### src/rtl/div_sched_pkg.sv
`default_nettype none
// =====================================================================
// div_sched_pkg: shared types for the divider scheduler. Rev 1.0
// =====================================================================
package div_sched_pkg;

    localparam int DATA_W    = 64;
    // Widest tag the operand register can carry; the top narrows it to TAG_W.
    localparam int TAG_W_MAX = 16;

    typedef struct packed {
        logic                 signed_div;
        logic [DATA_W-1:0]    dividend;
        logic [DATA_W-1:0]    divisor;
        logic [TAG_W_MAX-1:0] tag;
    } div_req_t;

    typedef enum logic [2:0] {
        IDLE  = 3'd0,
        ISSUE = 3'd1,
        BUSY  = 3'd2,
        RESP  = 3'd3,
        DRAIN = 3'd4
`ifdef DIV_SCHED_ZERO_EN
        ,
        ZRESP = 3'd5
`endif
    } state_t;

    function automatic int ptr_width(input int n);
        return (n > 1) ? $clog2(n) : 1;
    endfunction

endpackage
`default_nettype wire

### src/rtl/div_sched_rr_arbiter.sv
`default_nettype none
// =====================================================================
// rr_arbiter: one-hot round-robin grant, search starts after last winner.
// Rev 1.0
// =====================================================================
module rr_arbiter
    import div_sched_pkg::*;
#(
    parameter int NUM_REQ = 4
) (
    input  logic               clk,
    input  logic               reset,
    input  logic [NUM_REQ-1:0] req,
    input  logic               advance,
    output logic [NUM_REQ-1:0] grant
);

    localparam int PTR_W = ptr_width(NUM_REQ);

    logic [PTR_W-1:0] ptr;
    logic [PTR_W-1:0] idx;
    logic [PTR_W-1:0] win_idx;
    logic [PTR_W-1:0] nxt;
    logic             found;

    always_comb begin
        grant   = '0;
        win_idx = '0;
        found   = 1'b0;
        idx     = '0;
        for (int k = 0; k < NUM_REQ; k++) begin
            idx = PTR_W'((int'(ptr) + k) % NUM_REQ);
            if (!found && req[idx]) begin
                found      = 1'b1;
                grant[idx] = 1'b1;
                win_idx    = idx;
            end
        end
    end

    assign nxt = (win_idx == PTR_W'(NUM_REQ - 1)) ? '0 : win_idx + 1'b1;

    always_ff @(posedge clk) begin
        if (reset) begin
            ptr <= '0;
        end else if (advance && found) begin
            ptr <= nxt;
        end
    end

endmodule
`default_nettype wire

### src/rtl/div_sched.sv
`default_nettype none
// =====================================================================
// div_sched: shares one iterative divider among NUM_REQ requesters.
// Define DIV_SCHED_ZERO_EN to answer divide-by-zero locally. Rev 1.0
// =====================================================================
module div_sched
    import div_sched_pkg::*;
#(
    parameter int NUM_REQ = 4,
    parameter int TAG_W   = 6
) (
    input  logic                                     clk,
    input  logic                                     reset,
    input  logic                                     flush,
    input  logic [NUM_REQ-1:0]                       req_valid,
    output logic [NUM_REQ-1:0]                       req_ready,
    input  logic [NUM_REQ*(1+2*DATA_W+TAG_W)-1:0]    req_op,
    output logic                                     div_valid_in,
    output logic                                     div_yumi,
    output logic                                     div_signed,
    output logic [DATA_W-1:0]                        div_dividend,
    output logic [DATA_W-1:0]                        div_divisor,
    input  logic                                     div_ready,
    input  logic                                     div_valid_out,
    input  logic [DATA_W-1:0]                        div_quotient,
    output logic                                     res_valid,
    output logic [TAG_W-1:0]                         res_tag,
    output logic [DATA_W-1:0]                        res_quotient,
    input  logic                                     res_ready
);

    // Per-requester slice layout: {signed_div, dividend, divisor, tag}, tag at LSB.
    localparam int OP_W = 1 + 2*DATA_W + TAG_W;

    state_t               state;
    div_req_t             op_q;
    div_req_t             sel_op;
    logic [OP_W-1:0]      sel_raw;
    logic [NUM_REQ-1:0]   grant;
    logic                 take;
    logic                 zresp;

    rr_arbiter #(
        .NUM_REQ (NUM_REQ)
    ) u_arb (
        .clk     (clk),
        .reset   (reset),
        .req     (req_valid),
        .advance (take),
        .grant   (grant)
    );

    always_comb begin
        sel_raw = '0;
        for (int i = 0; i < NUM_REQ; i++) begin
            if (grant[i]) begin
                sel_raw = req_op[i*OP_W +: OP_W];
            end
        end
    end

    always_comb begin
        sel_op            = '0;
        sel_op.signed_div = sel_raw[OP_W-1];
        sel_op.dividend   = sel_raw[OP_W-2 -: DATA_W];
        sel_op.divisor    = sel_raw[TAG_W +: DATA_W];
        sel_op.tag        = TAG_W_MAX'(sel_raw[TAG_W-1:0]);
    end

    assign take = (state == IDLE) && !flush && (|grant);

    always_ff @(posedge clk) begin
        if (reset) begin
            state <= IDLE;
            op_q  <= '0;
        end else begin
            unique case (state)
                IDLE: begin
                    if (take) begin
                        op_q <= sel_op;
`ifdef DIV_SCHED_ZERO_EN
                        state <= (sel_op.divisor == '0) ? ZRESP : ISSUE;
`else
                        state <= ISSUE;
`endif
                    end
                end
                ISSUE: begin
                    if (flush) begin
                        state <= IDLE;
                    end else if (div_ready) begin
                        state <= BUSY;
                    end
                end
                BUSY: begin
                    // A killed op must still be retired from the divider.
                    if (flush) begin
                        state <= DRAIN;
                    end else if (div_valid_out) begin
                        state <= RESP;
                    end
                end
                RESP: begin
                    if (flush || res_ready) begin
                        state <= IDLE;
                    end
                end
                DRAIN: begin
                    if (div_valid_out) begin
                        state <= IDLE;
                    end
                end
`ifdef DIV_SCHED_ZERO_EN
                ZRESP: begin
                    if (flush || res_ready) begin
                        state <= IDLE;
                    end
                end
`endif
                default: state <= IDLE;
            endcase
        end
    end

`ifdef DIV_SCHED_ZERO_EN
    assign zresp = (state == ZRESP);
`else
    assign zresp = 1'b0;
`endif

    assign req_ready    = (state == IDLE && !flush) ? grant : '0;
    assign div_valid_in = (state == ISSUE) && div_ready && !flush;
    assign div_yumi     = ((state == RESP) && (flush || res_ready)) ||
                          ((state == DRAIN) && div_valid_out);
    assign div_signed   = op_q.signed_div;
    assign div_dividend = op_q.dividend;
    assign div_divisor  = op_q.divisor;

    assign res_valid    = ((state == RESP) || zresp) && !flush;
    assign res_tag      = TAG_W'(op_q.tag);
    assign res_quotient = zresp ? '1 : div_quotient;

endmodule
`default_nettype wire

### config.mk
export PLATFORM = sky130hd
export DESIGN_NAME = div_sched
export DESIGN_NICKNAME = d
export VERILOG_FILES = /design/src/rtl/div_sched_pkg.sv /design/src/rtl/div_sched_rr_arbiter.sv /design/src/rtl/div_sched.sv
export SDC_FILE = /design/constraint.sdc
export NUM_CORES = 1
export LEC_CHECK = 0
export CAP_MARGIN = 20
export CORE_AREA = 5 5 319 321
export CTS_BUF_LIST = sky130_fd_sc_hd__clkbuf_2
export CTS_CLUSTER_DIAMETER = 200
export DETAILED_ROUTE_END_ITERATION = 8
export DIE_AREA = 0 0 324 326
export PLACE_DENSITY = 0.39
export SETUP_SLACK_MARGIN = 0.05
export SYNTH_ARGS = -nofsm -noshare
export SYNTH_HDL_FRONTEND = slang
export SYNTH_SLANG_ARGS = --single-unit
### constraint.sdc
create_clock -name clk -period 3.9 [get_ports clk]
set_input_delay 0.585 -clock clk [delete_from_list [all_inputs] [get_ports clk]]
set_output_delay 0.585 -clock clk [all_outputs]
set_load 0.05 [all_outputs]
==> flow_summary.json <==
{
  "outcome": "completed",
  "area_growth_pct": 83.7,
  "crit_path_end_kind": "primary output",
  "critPathBufInv": 4,
  "min_period_ns": 3.86,
  "p_clk_share_pct": 5.4,
  "hold_viol": 0,
  "slew-limit-headroom_pct": 42.0,
  "avgViaCountPerCell": 4.46,
  "wl_met3_um": 6910,
  "dieArea_um2": 106000,
  "drv_slew": 0,
  "ir_drop_v": 0.000554,
  "met2_length_um": 39700,
  "cts_root_buf": "clkbuf_2",
  "cts.clk_slew.worst_paths_ns": 0.25,
  "synth_seq_cells": 140,
  "cp_data_arrival_time_ns": 3.27,
  "grt_pass1_wl_um": 114000,
  "drt_iter0_markers": 806,
  "setup_viol": 0,
  "max_cap_violations": 0,
  "drive_above_1_share_pct": 12.4,
  "portBuffers": 691,
  "antenna_found_initial": 25,
  "ys.flop_type": "dfxtp_1",
  "worst_slew_pin_slew_ns": 0.870,
  "clk_latency_ns": 1.08,
  "fill_cells": 10900,
  "design_area_um2": 21000,
  "slowest_delay_ns": 0.43,
  "clkSinkCount": 140,
  "clock_skew_ns": 0.0615,
  "cts_made_buffers": 17,
  "hpwl_um": 61800,
  "synth_edf_count": 0,
  "chipWidth_um": 324,
  "synth-async-reset-ratio_pct": 0,
  "cts_tree": "done",
  "netSwitchingFraction_pct": 55.7,
  "wl_um": 81600,
  "pin_count": 820,
  "synth_area_um2": 11500,
  "die_y_um": 326,
  "p_sw_mw": 11.4,
  "required_ns": 3.31,
  "wl_met1_um": 32900,
  "fin_crit_sh_pct": 98.9,
  "highest_layer": "met5",
  "clk_path_buf_depth": 2,
  "htreeDepth": 4,
  "crit_chain": "inv_4 > ha_4 > nor4bb_2 > o21ai_1 > o21ai_4 > buf_6 > nand2_2 > and2_4 > buf_12 > nor2_1 > buf_6",
  "synthesis.nets": 1947,
  "gp_congestion": 0.919,
  "grt_max_degree": 69,
  "cp-start-kind": "register",
  "grt_pass1_vias": 15500,
  "rsz0062_at_grt": "true",
  "ant_nets": 0,
  "post_drt_wl_per_cell_um": 25.0,
  "cp_max_fo": 8,
  "seqPwrFrac_pct": 11.9,
  "slowest_stage": "dfxtp_4",
  "yosysSeqAreaShare_pct": 24.5,
  "internal_power_mw": 9.06,
  "pwr_density_cell_nw_per_um2": 972,
  "drc": 0,
  "vias": 14600,
  "first_pass_iters": 5,
  "ys.warnings.count": 0,
  "timing.hold.ws_ns": 0.249,
  "synth_area_per_cell_um2": 8.63,
  "synth_cell_type_count": 45,
  "grtUsageTotal_pct": 14.7,
  "num_rows": 116,
  "crit_type": "reg2out",
  "crit_family": "simple AND/OR/NAND/NOR gates",
  "placement.cell_area_um2": 19900,
  "power_frac_comb_pct": 82.8,
  "crit_top_cell": "buf_6",
  "core_um2": 99000,
  "num-nets-final": 2563,
  "max_freq_mhz": 259,
  "synth_cells": 1327,
  "grt.overflow.total": 0,
  "power.leakage_nw": 7.36,
  "worstHoldPathType": "in2reg",
  "start_util_pct": 11.6
}
-- metrics by stage --
stage                     setup WS (ns)  setup TNS (ns)  total power, mW  std cells  utilization [%]
after CTS                        -0.214          -0.744             20.7       3254             21.2
after detailed placement        0.00190               0             18.8       3158             20.1
after floorplan                  0.0996               0             12.4       1327                -
final                            0.0429               0             20.5       3270             21.3
after global placement           0.0331               0             18.7       3158             20.1
after global routing             -0.290           -1.02             21.7       3260             21.2
-- registers in the layout (all words and copies together) (netlist names), named ones only --
register / count
div_dividend: 64
div_divisor: 64
res_tag: 6
state: 3
div_signed: 1
u_arb.ptr: 1
-- cell usage after synthesis, types with 2 or more instances --
| master | instances | area, um^2 |
|---|---|---|
| and3_1 | 2 | 12.5 |
| o21ai_0 | 6 | 30.0 |
| a221oi_2 | 41 | 616 |
| ha_1 | 6 | 75.1 |
| nor2b_1 | 2 | 12.5 |
| o32ai_1 | 2 | 17.5 |
| mux2_2 | 2 | 22.5 |
| and2_1 | 2 | 12.5 |
| inv_1 | 144 | 541 |
| clkbuf_1 | 120 | 450 |
| o211ai_1 | 3 | 22.5 |
| a21oi_1 | 10 | 50.1 |
| a21o_1 | 3 | 22.5 |
| mux4_2 | 3 | 67.6 |
| buf_2 | 68 | 340 |
| nand2_1 | 10 | 37.5 |
| nor2_1 | 13 | 48.8 |
| nand2b_1 | 7 | 43.8 |
| a211oi_1 | 5 | 37.5 |
| a221oi_1 | 231 | 2020 |
| buf_4 | 69 | 518 |
| a211o_1 | 135 | 1180 |
| o221ai_1 | 135 | 1180 |
| nand3_1 | 4 | 20.0 |
| dfxtp_1 | 140 | 2800 |
| nor3_1 | 3 | 15.0 |
| nor3b_1 | 135 | 1010 |
| buf_6 | 9 | 101 |
-- worst paths after layout --
check / startpoint / slack [ns] / endpoint / cells past startpoint
setup / recovery: register / 0.04 / req_ready[3] / 11
hold / removal: req_op[290] / 0.25 / div_divisor[14] / 3
setup reg to reg: register / 0.30 / div_divisor[7] / 14
hold reg to reg: div_dividend[62] / 0.48 / div_dividend[62] / 2
-- per-layer routing --
metal | track usage, % | up-vias
li1 | - | 6578
met1 | 17.1 | 7264
met2 | 25.3 | 615
met3 | 5.24 | 118
met4 | 4.19 | 20
met5 | 0 | -
-- cell families (layout without fill, tap and decap cells) --
| group | Yosys count | count (layout) | synth area share, % |
|---|---|---|---|
| AO/OA/AOI/OAI | 577 | 577 | 45.7 |
| buffers and inverters | 411 | 1040 | 17.1 |
| AND/OR/NAND/NOR | 186 | 186 | 11.2 |
| flip-flops | 140 | 140 | 24.5 |
| adder cells (fa/ha/maj) | 6 | 6 | 0.655 |
| multiplexers | 6 | 6 | 0.874 |
| XOR/XNOR | 1 | 1 | 0.0765 |
| other | 0 | 16 | 0 |
-- worst register-to-register path, stage by stage (launching register included) --
cell,delay [ns]
dfxtp_4,0.43
inv_4,0.04
ha_4,0.31
mux4_2,0.43
buf_6,0.17
a21o_1,0.20
a2bb2oi_4,0.19
buf_4,0.17
buf_4,0.15
nor3_4,0.44
buf_12,0.30
buf_12,0.24
a221oi_1,0.08
buf_4,0.17
a221oi_2,0.21
-- cell usage in the layout (no fill, tap or decap), drive strengths merged, types with 2 or more instances in the layout --
master and count:
dfxtp 140, o221ai 135, nand2b 8, and2 2
and3 2, a21oi 10, nor3 4, clkbuf 18
mux4 3, buf 129, a221oi 272, bufinv 3
o32ai 2, nor2 14, bufbuf 3, o211ai 3
a211oi 5, clkdlybuf4s50 686, dlygate4sd3 46, clkinv 7
a21o 3, a211o 135, nor2b 2, ha 6
o21ai 7, nand2 10, mux2 2, inv 145
diode 16, nor3b 135, clkinvlp 3, nand3 4
-- power groups by stage --
stage                     registers (mW)  logic, mW  clock network, mW
after global placement              2.45       16.3                  0
after CTS                           2.44       17.1               1.18
after detailed placement            2.46       16.3                  0
final                               2.43       16.9               1.09
after floorplan                     4.42       8.00                  0
after global routing                2.50       18.0               1.23
-- cell type report --
class                           instances  area (um^2)  area share [%]
Antenna cell                           16         40.0           0.190
Clock buffer                           18         90.1           0.428
Clock inverter                         14          171           0.814
Inverter                              144          546            2.59
Multi-Input combinational cell        776         6910            32.8
Sequential cell                       140         2810            13.3
Tap cell                             1298         1620            7.72
Timing Repair Buffer                  864         8860            42.1
-- repair_timing --
action,CTS,global route
hold buffers,46,0
setup endpoints to repair,4,4
pin swaps,8,7
hold endpoints to repair,78,0
gates cloned,3,0
resized for setup,30,11
setup buffers,16,1
(Power assumes the default switching activity.)
